`src/rtl/pipe_pkg.sv`:
```
// Shared types and constants for the RV32 pipeline hazard/stall sequencer.
package pipe_pkg;

  typedef enum logic [1:0] {
    RUN      = 2'd0,
    STALL    = 2'd1,
    MEM_WAIT = 2'd2
  } pc_state_e;

  localparam logic [4:0] REG_ZERO = 5'd0;
  localparam int         PERF_W   = 32;

endpackage

```
`src/rtl/sat_counter.sv`:
```
// Saturating up-counter; synchronous clear wins over increment, holds at all-ones.
module sat_counter #(
  parameter int WIDTH = 32
) (
  input  logic             clk,
  input  logic             rst_n,
  input  logic             clr,
  input  logic             inc,
  output logic [WIDTH-1:0] q
);

  always_ff @(posedge clk or negedge rst_n) begin
    if (!rst_n) begin
      q <= '0;
    end else if (clr) begin
      q <= '0;
    end else if (inc && (q != '1)) begin
      q <= q + 1'b1;
    end
  end

endmodule

```
`src/rtl/pipeline_ctrl.sv`:
```
// Hazard/stall sequencer: stage enables, bubble and flush are combinational from state and inputs.
// Memory stalls freeze every stage; load-use hazards hold PC and IF/ID while EX drains a bubble.
module pipeline_ctrl
  import pipe_pkg::*;
#(
  parameter int LOAD_USE_CYCLES = 1,
  parameter int MEM_TIMEOUT     = 255
) (
  input  logic              clk,
  input  logic              rst_n,
  input  logic [4:0]        id_rs1,
  input  logic [4:0]        id_rs2,
  input  logic              id_uses_rs1,
  input  logic              id_uses_rs2,
  input  logic [4:0]        ex_rd,
  input  logic              ex_is_load,
  input  logic              ex_branch_taken,
  input  logic              mem_req,
  input  logic              mem_ready,
  input  logic              perf_clr,
  output logic              pc_en,
  output logic              if_id_en,
  output logic              id_ex_en,
  output logic              ex_mem_en,
  output logic              id_ex_bubble,
  output logic              if_id_flush,
  output logic [PERF_W-1:0] stall_cycles,
  output logic [PERF_W-1:0] flush_count,
  output logic              mem_err,
  output logic [1:0]        state_o
);

  localparam logic [3:0]  LU_RELOAD = 4'(LOAD_USE_CYCLES - 1);
  localparam logic [15:0] TIMEOUT   = 16'(MEM_TIMEOUT);

  logic        lu, ms;
  pc_state_e   state_q, state_d, ret_q, ret_d;
  logic [3:0]  cnt_q, cnt_d;
  logic [15:0] wait_q, wait_d;
  logic        en_pc, en_ifid, en_idex, en_exmem, bubble, flush, flush_inc;

  assign lu = ex_is_load && (ex_rd != REG_ZERO) &&
              ((id_uses_rs1 && (id_rs1 == ex_rd)) || (id_uses_rs2 && (id_rs2 == ex_rd)));
  assign ms = mem_req && !mem_ready;

  always_comb begin
    state_d   = state_q;
    ret_d     = ret_q;
    cnt_d     = cnt_q;
    wait_d    = wait_q;
    en_pc     = 1'b1;
    en_ifid   = 1'b1;
    en_idex   = 1'b1;
    en_exmem  = 1'b1;
    bubble    = 1'b0;
    flush     = 1'b0;
    flush_inc = 1'b0;
    case (state_q)
      RUN: begin
        if (ms) begin
          {en_pc, en_ifid, en_idex, en_exmem} = 4'b0000;
          ret_d   = RUN;
          state_d = MEM_WAIT;
        end else if (ex_branch_taken) begin
          flush     = 1'b1;
          bubble    = 1'b1;
          flush_inc = 1'b1;
        end else if (lu) begin
          en_pc   = 1'b0;
          en_ifid = 1'b0;
          bubble  = 1'b1;
          if (LOAD_USE_CYCLES > 1) begin
            cnt_d   = LU_RELOAD;
            state_d = STALL;
          end
        end
      end
      STALL: begin
        // EX already holds a bubble here, so a taken branch cannot occur.
        if (ms) begin
          {en_pc, en_ifid, en_idex, en_exmem} = 4'b0000;
          ret_d   = STALL;
          state_d = MEM_WAIT;
        end else begin
          en_pc   = 1'b0;
          en_ifid = 1'b0;
          bubble  = 1'b1;
          cnt_d   = cnt_q - 4'd1;
          if (cnt_q == 4'd1) state_d = RUN;
        end
      end
      MEM_WAIT: begin
        {en_pc, en_ifid, en_idex, en_exmem} = 4'b0000;
        if (mem_ready) begin
          wait_d  = '0;
          state_d = ret_q;
        end else if (wait_q != TIMEOUT) begin
          wait_d = wait_q + 16'd1;
        end
      end
      default: state_d = RUN;
    endcase
  end

  always_ff @(posedge clk or negedge rst_n) begin
    if (!rst_n) begin
      state_q <= RUN;
      ret_q   <= RUN;
      cnt_q   <= '0;
      wait_q  <= '0;
      mem_err <= 1'b0;
    end else begin
      state_q <= state_d;
      ret_q   <= ret_d;
      cnt_q   <= cnt_d;
      wait_q  <= wait_d;
      if (wait_d == TIMEOUT) mem_err <= 1'b1;
    end
  end

  // Reset must silence the pipeline even while inputs are still active.
  assign pc_en        = rst_n & en_pc;
  assign if_id_en     = rst_n & en_ifid;
  assign id_ex_en     = rst_n & en_idex;
  assign ex_mem_en    = rst_n & en_exmem;
  assign id_ex_bubble = rst_n & bubble;
  assign if_id_flush  = rst_n & flush;
  assign state_o      = state_q;

  sat_counter #(.WIDTH(PERF_W)) u_stall_cnt (
    .clk   (clk),
    .rst_n (rst_n),
    .clr   (perf_clr),
    .inc   (!en_pc),
    .q     (stall_cycles)
  );

  sat_counter #(.WIDTH(PERF_W)) u_flush_cnt (
    .clk   (clk),
    .rst_n (rst_n),
    .clr   (perf_clr),
    .inc   (flush_inc),
    .q     (flush_count)
  );

endmodule

```
`config.mk`:
```
export PLATFORM = sky130hd
export DESIGN_NAME = pipeline_ctrl
export DESIGN_NICKNAME = d
export VERILOG_FILES = /design/src/rtl/pipe_pkg.sv /design/src/rtl/sat_counter.sv /design/src/rtl/pipeline_ctrl.sv
export SDC_FILE = /design/constraint.sdc
export NUM_CORES = 1
export LEC_CHECK = 0
export CORE_AREA = 2 2 83 116
export DETAILED_ROUTE_END_ITERATION = 6
export DIE_AREA = 0 0 85 118
export HOLD_SLACK_MARGIN = 0.02
export PLACE_DENSITY = 0.83
export SKIP_LAST_GASP = 1
export SLEW_MARGIN = 20
export SYNTH_ARGS = -nofsm -noshare
export SYNTH_HDL_FRONTEND = slang
export SYNTH_SLANG_ARGS = --single-unit
```
`constraint.sdc`:
```
create_clock -name clk -period 4.55 [get_ports clk]
set_input_delay 1.365 -clock clk [delete_from_list [all_inputs] [get_ports clk]]
set_output_delay 1.365 -clock clk [all_outputs]
set_load 0.02 [all_outputs]
```
==> flow_summary_export.csv <==
group,metric,value,unit
die,pin_count,97,
worst_setup_path,critPathMaxFanout,3,
pwr,pwr-share-comb,25.0,%
timing,min_period_over_period,100,%
die,rows,41,
die,dieArea,10000,µm²
cts,cts_inserted_buffers,9,
synth,synth_top_flop_cell,"dfrtp_1",
global_route,antenna_found_initial,0,
timing,tightestPinTransition,0.910,ns
timing,setup_violations,1,
placement,finalWeightedCongestion,0.846,
global_route,grt_overflow,0,
timing,fmax,219,MHz
final_layout,antenna_cells,0,
worst_setup_path,rr_worst_depth,7,
final_layout,regArea,2200,µm²
die,die_w,85,µm
timing,period_needed,4.57,ns
die,coreArea,8980,µm²
timing,rsz0062_at_grt,"yes",
final_layout,final_nets,679,
cts,holdBufCountCts,0,
hold_path,min_to,"cnt_q[3]$_DFFE_PN0P_",
final_layout,nFillCells,686,
pwr,p_per_area,349,nW/µm²
run_status,violations,"setup timing",
global_route,grt_use_met3,5.12,%
pwr,p_seq_share,40.5,%
final_layout,area_growth,27.2,%
final_layout,multiInputGateArea,2630,µm²
detailed_routing,ant_nets,0,
cts,cts_tree,"yes",
global_route,track_usage,24.5,%
timing,final-max-slew-violation-count,0,
detailed_routing,drt_iter0_drc,295,
placement,dp_hpwl,8.80,mm
synth,yosys_warnings,0,
placement,place.port_buffers,96,
cts,clk_latency,0.34,ns
synth,synthArstFlopShare,100,%
cts,clkTransAtPathRegs,0.06,ns
hold_path,whs_path_depth,1,
worst_setup_path,crit_arrival,3.20,ns
worst_setup_path,critPathKind,"in2out",
global_route,grt_start_max_net_pins,52,
global_route,grt_pass1_wl,20.2,mm
synth,avgSynthCellArea,9.08,µm²
worst_setup_path,critPathCaptureType,"output port",
final_layout,drive_above_1_share,7.38,%
timing,tns,-0.0163,ns
pwr,switching_share,32.2,%
detailed_routing,post_drt_wl_per_cell,16.1,µm
job,cap_violations,0,
synth,syn-num-nets,583,
cts,clockRootBuffer,"clkbuf_16",
synth,yosysSeqAreaShare,44.1,%
run_status,status,"finished, violations left",
detailed_routing,viasPerCell,5.90,
pwr,power.share.clock,34.5,%
worst_setup_path,r2r-end,"u_stall_cnt.q[9]$_DFFE_PN0P_",
cts,clk_path_buf_depth,2,
worst_setup_path,start_kind,"input pin",
cts,post-cts-setup-buffers,0,
cts,htreeDepth,3,
synth,ys_ff_latch,88,
hold_path,hp-class,"reg2reg",
global_route,grt_use_met2,44.1,%
die,initial_utilization,55.7,%
detailed_routing,drc,0,
worst_setup_path,r2r_setup_slack,1.88,ns
synth,synthCells,550,
timing,setup_ws,-0.0163,ns
global_route,gr-usage-met1,28.2,%
hold_path,min_from,"cnt_q[3]$_DFFE_PN0P_",
global_route,grt_busiest_layer,"met2",
synth,synthesis.area,5000,µm²
pwr,peakVddDrop,263,µV
synth,ys_types,55,
timing,fin_worst_skew,0.00454,ns
die,fp.dieH,118,µm
detailed_routing,wl,12.2,mm
cts,cts_sinks,88,
detailed_routing,first_pass_iters,4,
global_route,grt_pass1_vias,4512,
timing,hold_viol,0,
worst_setup_path,reg2reg_from,"u_stall_cnt.q[4]$_DFFE_PN0P_",
detailed_routing,vias,4463,
worst_setup_path,worstPathRequired,3.18,ns
timing,max_slew_margin,39.4,%
pwr,switchingPower,0.713,mW
final_layout,utilization,70.8,%
synth,synth_edf_count,0,
pwr,p_leak,2.56,nW
pwr,intPower,1.50,mW
[cell families (layout without fill, tap and decap cells)]
kind of cell / after synthesis / after routing / share of synthesized area (%)
fa+ha+maj: 9 / 9 / 2.25
simple gates: 262 / 262 / 28.3
xor+xnor: 55 / 55 / 9.64
flops: 88 / 88 / 44.1
mux: 5 / 5 / 1.15
compound gates: 91 / 91 / 11.0
buf+inv: 40 / 140 / 3.48
[cell usage after synthesis (14+ instances only)]
cell,instances,area [µm²]
nand3_1,29,145
dfrtp_1,88,2200
inv_1,19,71.3
or3_1,24,150
o21ai_0,30,150
and3_1,17,106
nor3_1,16,80.1
nand4_1,14,87.6
xor2_1,24,210
nand2_1,47,176
a21oi_1,38,190
nor2_1,61,229
xnor2_1,31,272
[what timing repair did]
action,4_1_cts,5_1_grt
pin swaps,0,3
resized for setup,3,8
gates cloned,0,0
endpoints found under the setup margin,3,3
[registers in the layout, summed over array words and instances (netlist names)]
signal,cells
state_o,2
cnt_q,4
mem_err,1
u_stall_cnt.q,32
ret_q,1
u_flush_cnt.q,32
wait_q,16
[cell type report]
type | count | share of cell area [%]
multi-input combinational | 422 | 41.3
inverter | 19 | 1.12
tap | 107 | 2.11
clock buffer | 12 | 4.19
clock inverter | 3 | 0.630
sequential | 88 | 34.7
timing repair buffer | 106 | 16.0
[critical path, cell delays in order]
cell	delay, ns
clkdlybuf4s50_1	0.48
xor2_1	0.22
nor4_2	0.31
and3_1	0.23
o21ai_0	0.10
a21oi_1	0.18
o21a_1	0.15
buf_2	0.17
[power groups by stage]
| stage | Combinational [mW] | Sequential, mW | Clock, mW |
|---|---|---|---|
| final | 0.554 | 0.897 | 0.764 |
| after global routing | 0.610 | 0.902 | 0.803 |
| after CTS | 0.559 | 0.895 | 0.772 |
| after detailed placement | 0.560 | 0.908 | 0 |
| after global placement | 0.540 | 0.904 | 0 |
| after floorplan | 0.367 | 0.914 | 0 |
[worst max-delay path by stage]
stage,startpoint,end,slack (ns),cells past startpoint
3_5_place_dp,ex_rd[3],id_ex_bubble,-0.38,8
4_1_cts,ex_rd[3],id_ex_bubble,-0.18,8
2_1_floorplan,ex_rd[0],pc_en,0.44,5
6_report,ex_rd[3],id_ex_bubble,-0.02,8
3_3_place_gp,ex_rd[0],if_id_en,-0.24,6
5_1_grt,ex_rd[3],id_ex_bubble,-0.08,8
[layout by cell type (no fill, tap or decap), types with 3 or more instances in the layout]
cell / n
clkdlybuf4s50_1: 91
dfrtp_1: 88
nor2_1: 61
nand2_1: 47
a21oi_1: 38
xnor2_1: 31
o21ai_0: 30
nand3_1: 29
xor2_1: 24
or3_1: 24
inv_1: 19
and3_1: 17
nor3_1: 16
nand4_1: 14
buf_4: 11
and2_1: 9
ha_1: 9
clkbuf_16: 9
nor4_1: 8
or4_1: 8
o31ai_1: 7
and4_1: 6
nand2b_1: 5
nor2b_1: 4
a31o_2: 3
clkbuf_8: 3
[routing by layer]
metal / vias up / part of all wire [%] / wire (µm)
met1: 2159 / 39 / 4770
met3: 25 / 5.2 / 639
met4: 0 / 1.9 / 228
met5: - / 0 / 0
li1: 2145 / - / -
met2: 134 / 54 / 6550
[through the flow]
step | cells | hold WS, ns | setup WS (ns) | power [mW] | area [µm²]
after detailed placement | 742 | 0.458 | -0.384 | 1.47 | 6060
after CTS | 757 | 0.470 | -0.183 | 2.23 | 6360
after global placement | 742 | 0.458 | -0.235 | 1.44 | 6060
after global routing | 757 | 0.498 | -0.0814 | 2.31 | 6350
after floorplan | 550 | 0.443 | 0.439 | 1.28 | 5000
final | 757 | 0.478 | -0.0163 | 2.21 | 6350
(Power assumes the default switching activity.)
